**src/rtl/bb_and_sequencer_pkg.sv**
```systemverilog
// Shared types and constants for the black-box AND operand sequencer.
package bb_seq_pkg;

  typedef enum logic [1:0] {
    ST_IDLE   = 2'd0,
    ST_SETTLE = 2'd1,
    ST_SAMPLE = 2'd2,
    ST_DONE   = 2'd3
  } state_t;

  // Taps at bits 7,5,4,3 for x^8+x^6+x^5+x^4+1 in a left-shifting register.
  localparam logic [7:0] LFSR_TAPS = 8'hB8;

  // Bits needed to hold any count 0..n inclusive; never below 1.
  function automatic int idx_width(input int n);
    int w;
    w = $clog2(n + 1);
    return (w < 1) ? 1 : w;
  endfunction

endpackage

```
**src/rtl/bb_and_sequencer_lfsr8.sv**
```systemverilog
// 8-bit Fibonacci LFSR; load has priority over step.
module bb_lfsr8
  import bb_seq_pkg::*;
#(
  parameter logic [7:0] RESET_VAL = 8'hA5
) (
  input  logic       clock,
  input  logic       reset,
  input  logic       load_i,
  input  logic [7:0] seed_i,
  input  logic       step_i,
  output logic [7:0] state_o
);

  logic [7:0] state_q, state_d;

  always_comb begin
    state_d = state_q;
    if (load_i) begin
      state_d = seed_i;
    end else if (step_i) begin
      state_d = {state_q[6:0], ^(state_q & LFSR_TAPS)};
    end
  end

  always_ff @(posedge clock) begin
    if (reset) begin
      state_q <= RESET_VAL;
    end else begin
      state_q <= state_d;
    end
  end

  assign state_o = state_q;

endmodule

```
**src/rtl/bb_and_sequencer.sv**
```systemverilog
// BIST sequencer: drives operand pairs into the black-box AND and scores its result.
module bb_and_sequencer
  import bb_seq_pkg::*;
#(
  parameter int         NUM_VECTORS   = 16,
  parameter int         SETTLE_CYCLES = 1,
  parameter logic [7:0] LFSR_SEED     = 8'hA5,
  parameter int         COUNT_W       = 16
) (
  input  logic               clock,
  input  logic               reset,
  input  logic               io_start,
  output logic               io_busy,
  output logic               io_done,
  output logic               io_a,
  output logic               io_b,
  input  logic               io_result,
  output logic [COUNT_W-1:0] io_passCount,
  output logic [COUNT_W-1:0] io_failCount,
  output logic               io_firstFailValid,
  output logic [7:0]         io_firstFailIdx,
  output state_t             dbg_state_o
);

  localparam int IDX_W = idx_width(NUM_VECTORS);
  localparam int SET_W = idx_width(SETTLE_CYCLES);
  localparam logic [IDX_W-1:0] LAST_IDX   = IDX_W'(NUM_VECTORS - 1);
  localparam logic [SET_W-1:0] SETTLE_RLD = SET_W'(SETTLE_CYCLES - 1);

  state_t             state_q, state_d;
  logic [IDX_W-1:0]   idx_q, idx_d;
  logic [SET_W-1:0]   settle_q, settle_d;
  logic               a_q, a_d, b_q, b_d;
  logic [COUNT_W-1:0] pass_q, pass_d, fail_q, fail_d;
  logic               ffv_q, ffv_d;
  logic [7:0]         ffidx_q, ffidx_d;

  logic       lfsr_load, lfsr_step;
  logic [7:0] lfsr_state;
  logic [1:0] next_idx_lo;
  logic       next_is_lfsr;
  logic       unused_lfsr_hi;

  bb_lfsr8 #(.RESET_VAL(LFSR_SEED)) u_lfsr (
    .clock   (clock),
    .reset   (reset),
    .load_i  (lfsr_load),
    .seed_i  (LFSR_SEED),
    .step_i  (lfsr_step),
    .state_o (lfsr_state)
  );

  assign unused_lfsr_hi = ^lfsr_state[7:2];
  assign next_idx_lo    = 2'(32'(idx_q) + 32'd1);
  assign next_is_lfsr   = (32'(idx_q) >= 32'd3);

  always_comb begin
    state_d   = state_q;
    idx_d     = idx_q;
    settle_d  = settle_q;
    a_d       = a_q;
    b_d       = b_q;
    pass_d    = pass_q;
    fail_d    = fail_q;
    ffv_d     = ffv_q;
    ffidx_d   = ffidx_q;
    lfsr_load = 1'b0;
    lfsr_step = 1'b0;

    case (state_q)
      ST_IDLE, ST_DONE: begin
        if (io_start) begin
          pass_d    = '0;
          fail_d    = '0;
          ffv_d     = 1'b0;
          ffidx_d   = '0;
          lfsr_load = 1'b1;
          idx_d     = '0;
          a_d       = 1'b0;
          b_d       = 1'b0;
          settle_d  = SETTLE_RLD;
          state_d   = ST_SETTLE;
        end
      end
      ST_SETTLE: begin
        if (settle_q == '0) begin
          state_d = ST_SAMPLE;
          // Advance the LFSR one edge early so the next LFSR-sourced vector is ready on SAMPLE exit.
          lfsr_step = next_is_lfsr && (idx_q != LAST_IDX);
        end else begin
          settle_d = settle_q - SET_W'(1);
        end
      end
      ST_SAMPLE: begin
        if (io_result == (a_q & b_q)) begin
          pass_d = (&pass_q) ? pass_q : pass_q + COUNT_W'(1);
        end else begin
          fail_d = (&fail_q) ? fail_q : fail_q + COUNT_W'(1);
          if (!ffv_q) begin
            ffv_d   = 1'b1;
            ffidx_d = 8'(idx_q);
          end
        end
        if (idx_q == LAST_IDX) begin
          state_d = ST_DONE;
        end else begin
          idx_d    = idx_q + IDX_W'(1);
          a_d      = next_is_lfsr ? lfsr_state[1] : next_idx_lo[1];
          b_d      = next_is_lfsr ? lfsr_state[0] : next_idx_lo[0];
          settle_d = SETTLE_RLD;
          state_d  = ST_SETTLE;
        end
      end
      default: state_d = ST_IDLE;
    endcase
  end

  always_ff @(posedge clock) begin
    if (reset) begin
      state_q  <= ST_IDLE;
      idx_q    <= '0;
      settle_q <= '0;
      a_q      <= 1'b0;
      b_q      <= 1'b0;
      pass_q   <= '0;
      fail_q   <= '0;
      ffv_q    <= 1'b0;
      ffidx_q  <= '0;
    end else begin
      state_q  <= state_d;
      idx_q    <= idx_d;
      settle_q <= settle_d;
      a_q      <= a_d;
      b_q      <= b_d;
      pass_q   <= pass_d;
      fail_q   <= fail_d;
      ffv_q    <= ffv_d;
      ffidx_q  <= ffidx_d;
    end
  end

  assign io_busy           = (state_q == ST_SETTLE) || (state_q == ST_SAMPLE);
  assign io_done           = (state_q == ST_DONE);
  assign io_a              = a_q;
  assign io_b              = b_q;
  assign io_passCount      = pass_q;
  assign io_failCount      = fail_q;
  assign io_firstFailValid = ffv_q;
  assign io_firstFailIdx   = ffidx_q;
  assign dbg_state_o       = state_q;

endmodule

```
**config.mk**
```make
export PLATFORM = sky130hd
export DESIGN_NAME = bb_and_sequencer
export DESIGN_NICKNAME = d
export VERILOG_FILES = /design/src/rtl/bb_and_sequencer_pkg.sv /design/src/rtl/bb_and_sequencer_lfsr8.sv /design/src/rtl/bb_and_sequencer.sv
export SDC_FILE = /design/constraint.sdc
export NUM_CORES = 1
export LEC_CHECK = 0
export ABC_AREA = 1
export CORE_MARGIN = 8
export CORE_UTILIZATION = 45
export DETAILED_ROUTE_END_ITERATION = 6
export PLACE_DENSITY = 0.77
export SYNTH_ARGS = -nofsm -noshare
export SYNTH_HDL_FRONTEND = slang
export SYNTH_SLANG_ARGS = --single-unit
export TNS_END_PERCENT = 1
```
**constraint.sdc**
```tcl
create_clock -name clock -period 2.1 [get_ports clock]
set_input_delay 0.525 -clock clock [delete_from_list [all_inputs] [get_ports clock]]
set_output_delay 0.525 -clock clock [all_outputs]
set_load 0.01 [all_outputs]
```
==> After elaboration in Yosys (flattened, before gate mapping) <==
Index checks and enable logic that the tools add are counted.
{ "classes": {"order_cmp": 1, "reduce_logical": 16, "mux": 34, "n_addsub": 5, "n_bitwise": 1, "n_eq_ne": 14} }
{ "ops": {"columns": ["op", "n"], "rows": [
  ["2-to-1 mux 16 bit", 5],
  ["case mux 16 bit (2 select lines)", 2],
  ["adder 16 x 1 -> 16 bit (second input constant)", 2],
  ["AND reduction 16 bit", 2],
  ["2-to-1 mux 8 bit", 3],
  ["!= test 2 bit (second input constant)", 8],
  ["case mux 8 bit (2 select lines)", 1],
  ["2-to-1 mux 1 bit", 12],
  ["AND reduction 4 bit", 3],
  ["2-to-1 mux 5 bit", 2],
  ["case mux 5 bit (2 select lines)", 1],
  ["XOR reduction 8 bit", 1],
  ["2-to-1 mux 2 bit", 3],
  ["case mux 1 bit (2 select lines)", 3],
  ["case mux 2 bit (3 select lines)", 1],
  ["AND reduction 3 bit", 2],
  ["adder 5 x 1 -> 5 bit (second input constant)", 1],
  ["== test 5 x 4 -> 1 bit (second input constant)", 1],
  [">= comparator 5 x 2 -> 1 bit (second input constant)", 1],
  ["!= test 5 x 4 -> 1 bit (second input constant)", 1],
  ["== test 2 bit (second input constant)", 2],
  ["AND reduction 2 bit", 2],
  ["OR reduction 2 bit", 2],
  ["case mux 1 bit (3 select lines)", 1],
  ["9 further kinds", 9]
]} }
{ "word_totals": {"register_bits": 59, "wordCells": 81, "input_bits": 4} }

==> Depth between registers and ports, before layout <==
Gate-level depths: netlist of run 1.
{ "logic_depth": {"ltp_word": 4, "depth_mapped": 11, "ltp_nobuf": 11} }

==> Modules after synthesis <==
Synthesis of run 1 repeated with hierarchy kept, for this count alone.
{ "unflattened": {"hier_cells": 522, "area_unflattened_um2": 3290.7} }
{ "modules_own_cells": {"columns": ["module", "instances", "area_per_inst_um2", "cells_per_inst"], "rows": [
  ["bb_and_sequencer", 1, 2854.0, 453],
  ["bb_lfsr8", 1, 436.7, 69]
]} }

==> Least setup slack after synthesis of run 1 <==
Ideal clock, no wire load.
{ "synth_timing": {"path_kind": "register -> register", "from": "register state_q[0], in the netlist dbg_state_o[0]", "to": "register idx_q[4]", "setup_time_ps": 70, "arrival_time_ps": 1646, "path_stages_with_launch": 9, "slack_ps": 383, "t_required_ps": 2030, "cell_sequence": "dfxtp_1 -> inv_1 -> ha_1 -> o21ai_4 -> nand2_2 -> nor2_4 -> inv_2 -> or2_0 -> a21oi_1"} }
{ "synth_via": {"elab_chain_len": 4} }
{ "synth_lines": {"columns": ["item", "line", "source"], "rows": [
  ["start: declaration", "bb_and_sequencer.sv:30", "state_t state_q, state_d;"],
  ["start signal: assignment", "bb_and_sequencer.sv:130", "state_q <= state_d;"],
  ["== test 2 bit / logical NOT 2 bit (equally long branches)", "bb_and_sequencer.sv:70", "case (state_q)"],
  ["OR reduction 2 bit", "bb_and_sequencer.sv:70", null],
  ["!= test 2 bit (no line) / nonzero test 2 bit (equally long branches)", null, null],
  ["AND reduction 3 bit (no line)", null, null],
  ["end signal: assignment", "bb_and_sequencer.sv:131", "idx_q <= idx_d;"],
  ["end: declaration", "bb_and_sequencer.sv:31", "logic [IDX_W-1:0] idx_q, idx_d;"]
]} }
Several ways; a longest one is shown, not always the timed one.
A chain may end at the register's enable or synchronous reset.

==> Worst setup path after layout of run 1 <==
{ "layout_timing": {"from": "register state_q[0], in the netlist dbg_state_o[0]", "to": "output port io_done"} }
{ "layout_via": {"elab_chain_len": 1} }
{ "layout_lines": {"columns": ["item", "line", "source"], "rows": [
  ["== test 2 bit", "bb_and_sequencer.sv:143", "assign io_done = (state_q == ST_DONE);"],
  ["end: declaration", "bb_and_sequencer.sv:14", "output logic io_done,"]
]} }
Every way passes these cells.

==> results of run 1 <==
[cells in the mapped netlist (2+ instances only)]
cell type and number:
sky130_fd_sc_hd__dfxtp_1 55, sky130_fd_sc_hd__nand3_1 36, sky130_fd_sc_hd__nand3b_1 3, sky130_fd_sc_hd__xor2_1 4, sky130_fd_sc_hd__inv_1 69, sky130_fd_sc_hd__a31oi_1 4, sky130_fd_sc_hd__a211oi_1 2, sky130_fd_sc_hd__nor2_1 51
sky130_fd_sc_hd__xnor2_1 2, sky130_fd_sc_hd__nand4_1 20, sky130_fd_sc_hd__nor2_2 2, sky130_fd_sc_hd__a21oi_1 29, sky130_fd_sc_hd__nor3_1 3, sky130_fd_sc_hd__clkbuf_1 8, sky130_fd_sc_hd__o21ai_0 22, sky130_fd_sc_hd__nand2_2 2
sky130_fd_sc_hd__o21ai_1 2, sky130_fd_sc_hd__buf_6 2, sky130_fd_sc_hd__inv_2 3, sky130_fd_sc_hd__buf_4 4, sky130_fd_sc_hd__buf_2 4, sky130_fd_sc_hd__o21bai_1 7, sky130_fd_sc_hd__nand2_1 126, sky130_fd_sc_hd__nor2_4 2
sky130_fd_sc_hd__ha_1 8
[routing by layer]
layer	vias up	routed length, um	track usage (%)
li1	1647	-	-
met1	1423	3620	20.7
met2	123	3720	27.3
met3	10	601	4.05
met4	0	85	4.89
met5	-	0	0
[where the power goes]
part | leakage [nW] | total, W | switching, W | internal [W]
combinational | 1.11 | 0.000355 | 0.000224 | 0.000131
sequential | 0.444 | 0.00107 | 0.0000130 | 0.00106
clock | 0.0489 | 0.000615 | 0.000372 | 0.000243
total | 1.61 | 0.00204 | 0.000609 | 0.00143
[critical path: cells and delay by family (launching register included)]
family | cells | cell delay, ps
flip-flops | 1 | 350
adder cells (fa/ha/maj) | 1 | 140
buffers and inverters | 2 | 670
[layout by cell type, fill, tap and decap left out, types with 3 or more instances in the layout]
cell / synthesis / routed
sky130_fd_sc_hd__buf_4: 4 / 18
sky130_fd_sc_hd__clkbuf_8: 0 / 5
sky130_fd_sc_hd__xor2_1: 4 / 4
sky130_fd_sc_hd__inv_1: 69 / 69
sky130_fd_sc_hd__nor2_1: 51 / 51
sky130_fd_sc_hd__a31oi_1: 4 / 4
sky130_fd_sc_hd__nor3_1: 3 / 3
sky130_fd_sc_hd__clkdlybuf4s50_1: 0 / 46
sky130_fd_sc_hd__a21oi_1: 29 / 29
sky130_fd_sc_hd__inv_2: 3 / 3
sky130_fd_sc_hd__nand3_1: 36 / 36
sky130_fd_sc_hd__nand4_1: 20 / 20
sky130_fd_sc_hd__dfxtp_1: 55 / 55
sky130_fd_sc_hd__conb_1: 1 / 3
sky130_fd_sc_hd__o21bai_1: 7 / 7
sky130_fd_sc_hd__nand2_1: 126 / 126
sky130_fd_sc_hd__nand3b_1: 3 / 3
sky130_fd_sc_hd__o21ai_0: 22 / 22
sky130_fd_sc_hd__ha_1: 8 / 7
[flip-flops by register name, indices dropped and copies added, names as in the netlist]
| register | cells |
|---|---|
| io_firstFailValid | 1 |
| io_failCount | 16 |
| io_firstFailIdx | 5 |
| io_passCount | 16 |
| dbg_state_o | 2 |
| idx_q | 5 |
| u_lfsr.state_o | 8 |
| io_b | 1 |
| io_a | 1 |
[path summary, 6_finish.rpt]
path                              startpoint                              end  slack (ps)  cells past startpoint
min          io_firstFailIdx[4]$_SDFFE_PP0P_  io_firstFailIdx[4]$_SDFFE_PP0P_         470                      2
max              dbg_state_o[0]$_SDFFE_PP0P_                          io_done         120                      3
max reg2reg      dbg_state_o[1]$_SDFFE_PP0P_     io_failCount[5]$_SDFFE_PP0P_         240                      9
min reg2reg  io_firstFailIdx[4]$_SDFFE_PP0P_  io_firstFailIdx[4]$_SDFFE_PP0P_         470                      2
[cell families after synthesis]
logic type	share of synthesized area, %
adders and majority gates	3.18
buffers and inverters	11.8
AOI/OAI and AO/OA	13.1
DFF	34.9
xor gates and xnor gates	1.67
and+or+nand+nor	35.2
other	0.119
[cell type report]
type	count	area share, %
clock buffer	5	1.78
clock inverter	3	0.581
inverter	72	6.97
multi-input combinational	339	43.6
sequential	55	28.4
tap	96	3.10
timing repair buffer	65	15.6
[per-stage QoR]
step                      worst slack (ps)  hold slack [ps]  utilization [%]  cells  area, um^2
final                                  116              470             57.0    635        3870
after global routing                  27.3              492             57.0    635        3870
after CTS                             99.2              472             57.0    635        3870
after detailed placement              81.1              457             55.7    627        3780
after global placement                 113              442             55.7    627        3780
after floorplan                        383              430                -    484        3160
[what timing repair did]
item,in CTS,in global routing
resized for setup,1,1
setup buffers,0,0
endpoints found under the setup margin,1,4
==> Flow_metrics.wiki, run 1 <==
{| class="wikitable"
! Metric !! Value
|-
| Status || finished clean
|-
| Shortest period the worst path allows || around 2000 ps
|-
| Sequential fraction of the synthesis area || between 30% and 40%
|-
| Effective utilization at floorplan || 46.4%
|-
| Number of top-level pins || around 50
|-
| Library cell with the largest summed area after synthesis || sky130_fd_sc_hd__dfxtp_1
|-
| Dominant register cell in the synthesized netlist || sky130_fd_sc_hd__dfxtp_1
|-
| Hold buffers post-CTS || 0
|-
| Number of search-and-repair iterations in the first detailed-routing pass || 6
|-
| Setup tns final || 0 ps
|-
| Top area cells in the synthesized netlist || sky130_fd_sc_hd__dfxtp_1 (35%), sky130_fd_sc_hd__nand2_1 (15%), sky130_fd_sc_hd__inv_1 (8.2%)
|-
| Maximum clock skew at final layout || about 9.3 ps
|-
| Area delta synth->final || 22.9%
|-
| # Max-Cap Violations || 0
|-
| Detailed-route DRC error count || 0
|-
| Core Footprint || 6790 um^2
|-
| Type of the worst min-delay path || reg2reg
|-
| Die area || 9940 um^2
|-
| Final antenna diode count || 0
|-
| First-iteration detailed-routing DRC count || between 150 and 200
|-
| Arrival time worst endpoint || approximately 1500 ps
|-
| Die width || 99.7 um
|-
| Leak Pwr || about 1.6 nW
|-
| Post-synthesis async set-or-reset flop share || 0%
|-
| Avg Vias per Cell || slightly above 5
|-
| Max Clock Freq || slightly above 500 MHz
|-
| Synth top area share || about a third
|-
| Maximum clock path buffer count || 2
|-
| Grt total ovfl || 0
|-
| Highest-delay cell along the critical path || sky130_fd_sc_hd__clkdlybuf4s50_1
|-
| Pin count of the biggest net entering global routing || 19
|-
| Yosys reg bits || between 50 and 60
|-
| Total Nets Final || 550
|-
| Slowest cell delay on critical path || around 530 ps
|-
| Clock network latency to the later pin of the worst-skew pair || a little over 300 ps
|-
| Maximum vdd drop || roughly 0.0003 V
|-
| Final-report setup violation count || 0
|-
| Wire length of the first global-routing pass || between 10000 and 15000 um
|-
| Aggregate global-route resource usage || around 17%
|-
| Clock edge transition at the registers on the reported setup and hold paths || 110 ps
|-
| Max Slew Vio Count || 0
|-
| Number of global-route vias before repair || between 3000 and 4000
|-
| Number of distinct standard cells referenced by the synthesized netlist || 37
|-
| Total power || just over 0.002 W
|-
| Area taken by flip-flops and latches || about 1100 um^2
|-
| Number of cells produced by synthesis || between 400 and 500
|-
| Cell area power density || 526 nW/um^2
|-
| Number of synthesis warnings || 0
|-
| Critical path required time || between 1500 and 2000 ps
|-
| Clk root buf || sky130_fd_sc_hd__clkbuf_8
|-
| Vertical die dimension || between 90 and 100 um
|-
| Clock tree from TritonCTS || yes
|-
| Kind of end point of the critical path || output pin
|-
| Vias after detailed routing || between 3000 and 4000
|-
| Routed Wire Length || about 8000 um
|-
| Initial antenna violation count || 0
|-
| Post-Syn Area per Cell || between 6 and 7 um^2
|-
| Post-synth EDFFs || 0
|-
| Row count || 30
|-
| Remaining number of nets flagged by the antenna check after routing || 0
|-
| Final clock period utilization by the worst path || between 90% and 100%
|-
| WS Path Type || reg2out
|-
| Critical path startpoint category || flip-flop
|-
| Total count of hold-check failures in the final report || 0
|-
| GPL Wtd Cong || ~0.91
|-
| Port Buffer Count || between 40 and 50
|-
| H-tree level count || 2
|-
| Number of clock buffers inserted by TritonCTS || 5
|-
| Unrepaired setup endpoints after global routing || no
|-
| Detailed Place HPWL || slightly above 6000 um
|-
| Footprint of the multi-input gates || between 1500 and 2000 um^2
|-
| Mapped Area || about 3200 um^2
|-
| Number of fill cells in the layout || 640
|-
| Num Clock Sinks || between 50 and 60
|-
| Largest fanout of any net on the critical path || 4
|-
| Chain of cells forming the critical path || buf_4, ha_1, clkdlybuf4s50_1
|-
| Routed length per instance || around 13 um
|-
| Share of cells above drive strength 1 || under 10%
|}
Power figures use the tool's default switching activity.
==> inputs of run 2 (changes only) <==
--- a/config.mk
+++ b/config.mk
@@ -7,9 +7,9 @@
 export LEC_CHECK = 0
 export ABC_AREA = 1
 export CORE_MARGIN = 8
-export CORE_UTILIZATION = 45
+export CORE_UTILIZATION = 52
 export DETAILED_ROUTE_END_ITERATION = 6
-export PLACE_DENSITY = 0.77
+export PLACE_DENSITY = 0.86
 export SYNTH_ARGS = -nofsm -noshare
 export SYNTH_HDL_FRONTEND = slang
 export SYNTH_SLANG_ARGS = --single-unit
==> Flow_metrics.wiki, run 2 (same netlist as run 1, synthesis figures left out) <==
{| class="wikitable"
! Metric !! Value
|-
| Status || finished clean
|-
| Maximum clock path buffer count || 2 (unchanged)
|-
| Critical path buffers and inverters || 2 (unchanged)
|-
| H-tree level count || 2 (unchanged)
|-
| Clk root buf || sky130_fd_sc_hd__clkbuf_8
|-
| Cell class contributing the biggest share of worst-path delay || buffers and inverters
|-
| Die area || 8810 um^2 (-11%)
|-
| Total count of hold-check failures in the final report || 0 (unchanged)
|-
| Chain of cells forming the critical path || buf_4, ha_1, clkdlybuf4s50_1
|-
| Buffers inserted during post-CTS setup optimization || 0 (unchanged)
|-
| # Max-Cap Violations || 0 (unchanged)
|-
| Critical path required time || 1570 ps (about the same)
|-
| Max Slew Vio Count || 0 (unchanged)
|-
| Aggregate global-route resource usage || 18.1% (+1.6 points)
|-
| Setup tns final || 0 ps (unchanged)
|-
| Type of the worst min-delay path || reg2reg
|-
| Number of top-level pins || 51 (unchanged)
|-
| Net Sw Frac || 28.7% (-1.2 points)
|-
| Final antenna diode count || 0 (unchanged)
|-
| Number of global-route vias before repair || 2937 (-3.3%)
|-
| Share of cells above drive strength 1 || 7.08% (-0.53 points)
|-
| Slowest cell delay on critical path || 530 ps (about the same)
|-
| Vias after detailed routing || 3271 (+2.1%)
|-
| Core Footprint || 5890 um^2 (-13%)
|-
| Sequential power share || 52.5% (about the same)
|-
| Die width || 93.9 um (-5.9%)
|-
| Most used cells in the layout excluding fill and tap cells || sky130_fd_sc_hd__nand2_1 (126), sky130_fd_sc_hd__inv_1 (69), sky130_fd_sc_hd__dfxtp_1 (54)
|-
| Maximum clock skew at final layout || 10.9 ps (+1.58 ps)
|-
| Num Clock Sinks || 55 (unchanged)
|-
| Max Clock Freq || 507 MHz (+0.67%)
|-
| Number of search-and-repair iterations in the first detailed-routing pass || 5 (-1)
|-
| Routed length per instance || 13.4 um (+5.8%)
|-
| Remaining number of nets flagged by the antenna check after routing || 0 (unchanged)
|-
| Number of clock buffers inserted by TritonCTS || 5 (unchanged)
|-
| Unrepaired setup endpoints after global routing || no
|-
| Highest-delay cell along the critical path || sky130_fd_sc_hd__clkdlybuf4s50_1
|-
| Leak Pwr || 1.60 nW (-0.52%)
|-
| Cell area power density || 531 nW/um^2 (+0.88%)
|-
| GPL Wtd Cong || 0.880 (-3.6%)
|-
| Routed Wire Length || 8190 um (+2.0%)
|-
| Effective utilization at floorplan || 53.6% (+7.2 points)
|-
| Port Buffer Count || 47 (unchanged)
|-
| Clock tree from TritonCTS || yes
|-
| Shortest period the worst path allows || 1970 ps (-13.2 ps)
|-
| Clock share of power || 30.3% (about the same)
|-
| Post-cts repair resize count || 2 (+1)
|-
| Final clock period utilization by the worst path || 93.8% (-0.63 points)
|-
| WS Path Type || reg2out
|-
| Internal Power || 0.00145 W (+1.6%)
|-
| Clock network latency to the later pin of the worst-skew pair || 310 ps (about the same)
|-
| Leading cell type in the layout, fill and taps excluded || sky130_fd_sc_hd__nand2_1
|-
| Detailed-route DRC error count || 0 (unchanged)
|-
| Area delta synth->final || 21.7%
|-
| Logic gate share of total power || 17.2% (-0.2 points)
|-
| Final-report setup violation count || 0 (unchanged)
|-
| Total Nets Final || 548 (-0.36%)
|-
| Kind of end point of the critical path || output pin
|-
| Critical path startpoint category || flip-flop
|-
| Vertical die dimension || 93.9 um (-5.9%)
|-
| Pin count of the biggest net entering global routing || 17 (-2)
|-
| Wire length of the first global-routing pass || 13300 um (-4.5%)
|-
| Row count || 28 (-6.7%)
|-
| Clock edge transition at the registers on the reported setup and hold paths || 100 ps (about the same)
|-
| Detailed Place HPWL || 6270 um (+2.1%)
|-
| Sw Pwr || 0.000583 W (-4.3%)
|-
| Minimum hold slack || 460 ps (-9.84 ps)
|-
| Avg Vias per Cell || 5.34 (+6.0%)
|-
| Largest fanout of any net on the critical path || 4 (unchanged)
|-
| Hold buffers post-CTS || 0 (unchanged)
|-
| Initial antenna violation count || 0 (unchanged)
|-
| First-iteration detailed-routing DRC count || 166 (-7.3%)
|-
| Arrival time worst endpoint || 1450 ps (about the same)
|-
| Maximum vdd drop || 0.000554 V (+80%)
|-
| Grt total ovfl || 0 (unchanged)
|}
## run 2: cell types whose count changed in the layout (fill, tap and decap cells not counted), sizes merged
cell	delta
inv	-2
buf	-2
clkbuf	+2
## run 2: layout make-up
type / instances / area (um^2)
clock buffer: 7 / 86.3
clock inverter: 1 / 8.76
fill: 523 / 2050
inverter: 72 / 270
multi-input combinational: 339 / 1690
sequential: 55 / 1100
tap: 75 / 93.8
timing repair buffer: 63 / 589
## run 2: tightest hold or removal path, stage by stage, from the launching register on
cell and delay (ps):
sky130_fd_sc_hd__dfxtp_1 340, sky130_fd_sc_hd__nand2_1 50, sky130_fd_sc_hd__nand3_1 50
## run 2: final timing paths
path / start / endpoint / slack, ps / depth (start not counted)
worst max-delay path: dbg_state_o[0]$_SDFFE_PP0P_ / io_done / 130 / 3
worst min-delay path: u_lfsr.state_o[6]$_SDFFE_PP0P_ / u_lfsr.state_o[7]$_SDFFE_PP1P_ / 460 / 2
worst max register to register: io_failCount[1]$_SDFFE_PP0P_ / io_failCount[5]$_SDFFE_PP0P_ / 190 / 9
worst min register to register: u_lfsr.state_o[6]$_SDFFE_PP0P_ / u_lfsr.state_o[7]$_SDFFE_PP1P_ / 460 / 2
## run 2: layer usage
| metal | track usage [%] | up-vias | routed length, um |
|---|---|---|---|
| li1 | - | 1641 | - |
| met1 | 22.9 | 1513 | 3620 |
| met2 | 31.4 | 104 | 3900 |
| met3 | 2.96 | 13 | 572 |
| met4 | 3.83 | 0 | 89 |
| met5 | 0 | - | 0 |
## run 2: power by group through the flow
stage / Sequential [W] / Clock [W] / Combinational (W)
3_3_place_gp: 0.00109 / 0 / 0.000340
5_1_grt: 0.00107 / 0.000669 / 0.000381
6_report: 0.00107 / 0.000616 / 0.000351
3_5_place_dp: 0.00109 / 0 / 0.000349
2_1_floorplan: 0.00110 / 0 / 0.000233
4_1_cts: 0.00107 / 0.000630 / 0.000347
## run 2: through the flow
stage,util [%],power (W),setup slack [ps],std cells,instance area (um^2)
final,65.2,0.00204,129,612,3840
after global routing,65.2,0.00212,40.9,612,3840
after CTS,65.2,0.00205,110,612,3840
after detailed placement,63.6,0.00144,117,604,3740
after global placement,63.6,0.00143,78.8,604,3740
after floorplan,-,0.00133,383,484,3160
==> inputs of run 3 (changes only) <==
--- a/config.mk
+++ b/config.mk
@@ -6,10 +6,12 @@
 export NUM_CORES = 1
 export LEC_CHECK = 0
 export ABC_AREA = 1
+export CORE_ASPECT_RATIO = 1.75
 export CORE_MARGIN = 8
 export CORE_UTILIZATION = 52
 export DETAILED_ROUTE_END_ITERATION = 6
 export PLACE_DENSITY = 0.86
+export SLEW_MARGIN = 20
 export SYNTH_ARGS = -nofsm -noshare
 export SYNTH_HDL_FRONTEND = slang
 export SYNTH_SLANG_ARGS = --single-unit
==> Flow_metrics.wiki, run 3 (same netlist as run 1, synthesis figures left out) <==
{| class="wikitable"
! Metric !! Value
|-
| Max Slew Vio Count || 0 (unchanged)
|-
| Vias after detailed routing || 3265 (-0.18%)
|-
| Initial antenna violation count || 0 (unchanged)
|-
| Number of global-route vias before repair || 3077 (+4.8%)
|-
| Number of clock buffers inserted by TritonCTS || 5 (unchanged)
|-
| WS Path Type || reg2out
|-
| Share of cells above drive strength 1 || 7.26% (+0.19 points)
|-
| Status || finished clean
|-
| Minimum hold slack || 473 ps (+12.9 ps)
|-
| Critical path required time || 1570 ps (about the same)
|-
| Clock network latency to the later pin of the worst-skew pair || 330 ps (+20 ps)
|-
| Unrepaired setup endpoints after global routing || no
|-
| Row count || 37 (+32%)
|-
| Final clock period utilization by the worst path || 94.4% (+0.53 points)
|-
| Number of search-and-repair iterations in the first detailed-routing pass || 5 (unchanged)
|-
| Type of the worst min-delay path || reg2reg
|-
| Leading cell type in the layout, fill and taps excluded || sky130_fd_sc_hd__nand2_1
|-
| Chain of cells forming the critical path || ha_1, clkdlybuf4s50_1
|-
| Final-report setup violation count || 0 (unchanged)
|-
| Endpoint of the most critical register-to-register path || io_failCount[15]$_SDFFE_PP0P_
|-
| Maximum clock skew at final layout || 8.06 ps (-2.80 ps)
|-
| Kind of end point of the critical path || output pin
|-
| Cell class contributing the biggest share of worst-path delay || buffers and inverters
|-
| Arrival time worst endpoint || 1460 ps (about the same)
|-
| Routed length per instance || 13.2 um (-1.5%)
|-
| Grt total ovfl || 0 (unchanged)
|-
| Most used cells in the layout excluding fill and tap cells || sky130_fd_sc_hd__nand2_1 (126), sky130_fd_sc_hd__inv_1 (69), sky130_fd_sc_hd__dfxtp_1 (54)
|-
| Highest-delay cell along the critical path || sky130_fd_sc_hd__clkdlybuf4s50_1
|-
| Total Nets Final || 548 (unchanged)
|-
| Critical path buffers and inverters || 1 (-1)
|-
| Remaining number of nets flagged by the antenna check after routing || 0 (unchanged)
|-
| Hold buffers post-CTS || 0 (unchanged)
|-
| Pin count of the biggest net entering global routing || 20 (+3)
|-
| Die area || 8910 um^2 (+1.1%)
|-
| Clk root buf || sky130_fd_sc_hd__clkbuf_8
|-
| Routed Wire Length || 8100 um (-1.1%)
|-
| Cell area power density || 537 nW/um^2 (+1.3%)
|-
| Clock edge transition at the registers on the reported setup and hold paths || 110 ps (about the same)
|-
| Avg Vias per Cell || 5.31 (-0.67%)
|-
| Maximum vdd drop || 0.000459 V (-17%)
|-
| Shortest period the worst path allows || 1980 ps (+11.2 ps)
|-
| H-tree level count || 2 (unchanged)
|-
| GPL Wtd Cong || 0.945 (+7.5%)
|-
| Number of top-level pins || 51 (unchanged)
|-
| Port Buffer Count || 47 (unchanged)
|-
| Largest fanout of any net on the critical path || 5 (+1)
|-
| Slowest cell delay on critical path || 530 ps (about the same)
|-
| Max Clock Freq || 505 MHz (-0.56%)
|-
| Register-to-register setup slack || 230 ps (+40 ps)
|-
| Maximum clock path buffer count || 2 (unchanged)
|-
| Die width || 74.9 um (-20%)
|-
| Beginning of the critical path || dbg_state_o[1]$_SDFFE_PP0P_
|-
| Hold depth || 2 (unchanged)
|-
| Leak Pwr || 1.60 nW (-0.16%)
|-
| Detailed Place HPWL || 6330 um (+0.98%)
|-
| # Max-Cap Violations || 0 (unchanged)
|-
| Endpoint with the worst hold slack || io_firstFailIdx[1]$_SDFFE_PP0P_
|-
| Critical path startpoint category || flip-flop
|-
| Vertical die dimension || 119 um (+27%)
|-
| Detailed-route DRC error count || 0 (unchanged)
|-
| Clock tree from TritonCTS || yes
|-
| Setup tns final || 0 ps (unchanged)
|-
| Total count of hold-check failures in the final report || 0 (unchanged)
|-
| Aggregate global-route resource usage || 18.7% (+0.60 points)
|-
| First-iteration detailed-routing DRC count || 204 (+23%)
|-
| Final antenna diode count || 0 (unchanged)
|-
| Effective utilization at floorplan || 53.6% (+0.057 points)
|-
| Depth of the worst register-to-register path || 9 (unchanged)
|-
| Core Footprint || 5880 um^2 (-0.11%)
|-
| Hold path startpoint || io_firstFailIdx[1]$_SDFFE_PP0P_
|-
| Area delta synth->final || 21.9%
|-
| Wire length of the first global-routing pass || 13600 um (+1.7%)
|-
| Num Clock Sinks || 55 (unchanged)
|-
| Reg2reg start || dbg_state_o[1]$_SDFFE_PP0P_
|}
-- run 3: repair_timing --
action | in CTS | in global routing
gates resized for setup | 2 | 0
buffers inserted | 0 | 0
setup endpoints to repair | 1 | 0
-- run 3: per-layer routing --
metal	global-route usage [%]	wire [um]	vias up
met2	33.4	4280	108
li1	-	-	1643
met3	2.61	411	19
met4	8.27	210	0
met1	20.6	3200	1495
met5	0	0	-
-- run 3: how the worst max path moves through the flow --
stage,to,slack [ps],depth (start not counted)
global placement,io_failCount[5]$_SDFFE_PP0P_,130,10
CTS,io_done,100,2
floorplan,idx_q[4]$_SDFFE_PP0P_,380,8
detailed placement,io_failCount[15]$_SDFFE_PP0P_,110,9
finish,io_done,120,2
global route,io_failCount[5]$_SDFFE_PP0P_,10,10
-- run 3: through the flow --
stage          cell area (um^2)  power [W]  util, %  setup slack [ps]  std cells
5_1_grt                    3840    0.00216     65.3              11.7        615
3_5_place_dp               3740    0.00144     63.7               112        607
3_3_place_gp               3740    0.00143     63.7               128        607
6_report                   3840    0.00206     65.3               118        615
2_1_floorplan              3160    0.00133        -               383        484
4_1_cts                    3840    0.00207     65.3               102        615
-- run 3: worst register-to-register path, stage by stage, from the launching register on --
cell and delay, ps:
sky130_fd_sc_hd__dfxtp_1 420, sky130_fd_sc_hd__ha_1 320, sky130_fd_sc_hd__inv_2 150, sky130_fd_sc_hd__o21ai_4 220, sky130_fd_sc_hd__nand2_1 90, sky130_fd_sc_hd__inv_2 80
sky130_fd_sc_hd__nand2_4 110, sky130_fd_sc_hd__nor2_1 230, sky130_fd_sc_hd__nand3b_1 120, sky130_fd_sc_hd__nand2_1 70
-- run 3: final cells by class --
type | count | area [um^2]
sequential | 55 | 1100
clock inverter | 3 | 27.5
inverter | 72 | 270
fill | 538 | 2040
multi-input combinational | 339 | 1690
timing repair buffer | 63 | 589
tap | 78 | 97.6
clock buffer | 5 | 68.8
-- run 3: where the power goes --
part / internal [W] / leakage, nW / switching (W)
combinational: 0.000126 / 1.10 / 0.000217
sequential: 0.00106 / 0.444 / 0.0000153
clock: 0.000248 / 0.0467 / 0.000402
total: 0.00143 / 1.60 / 0.000634
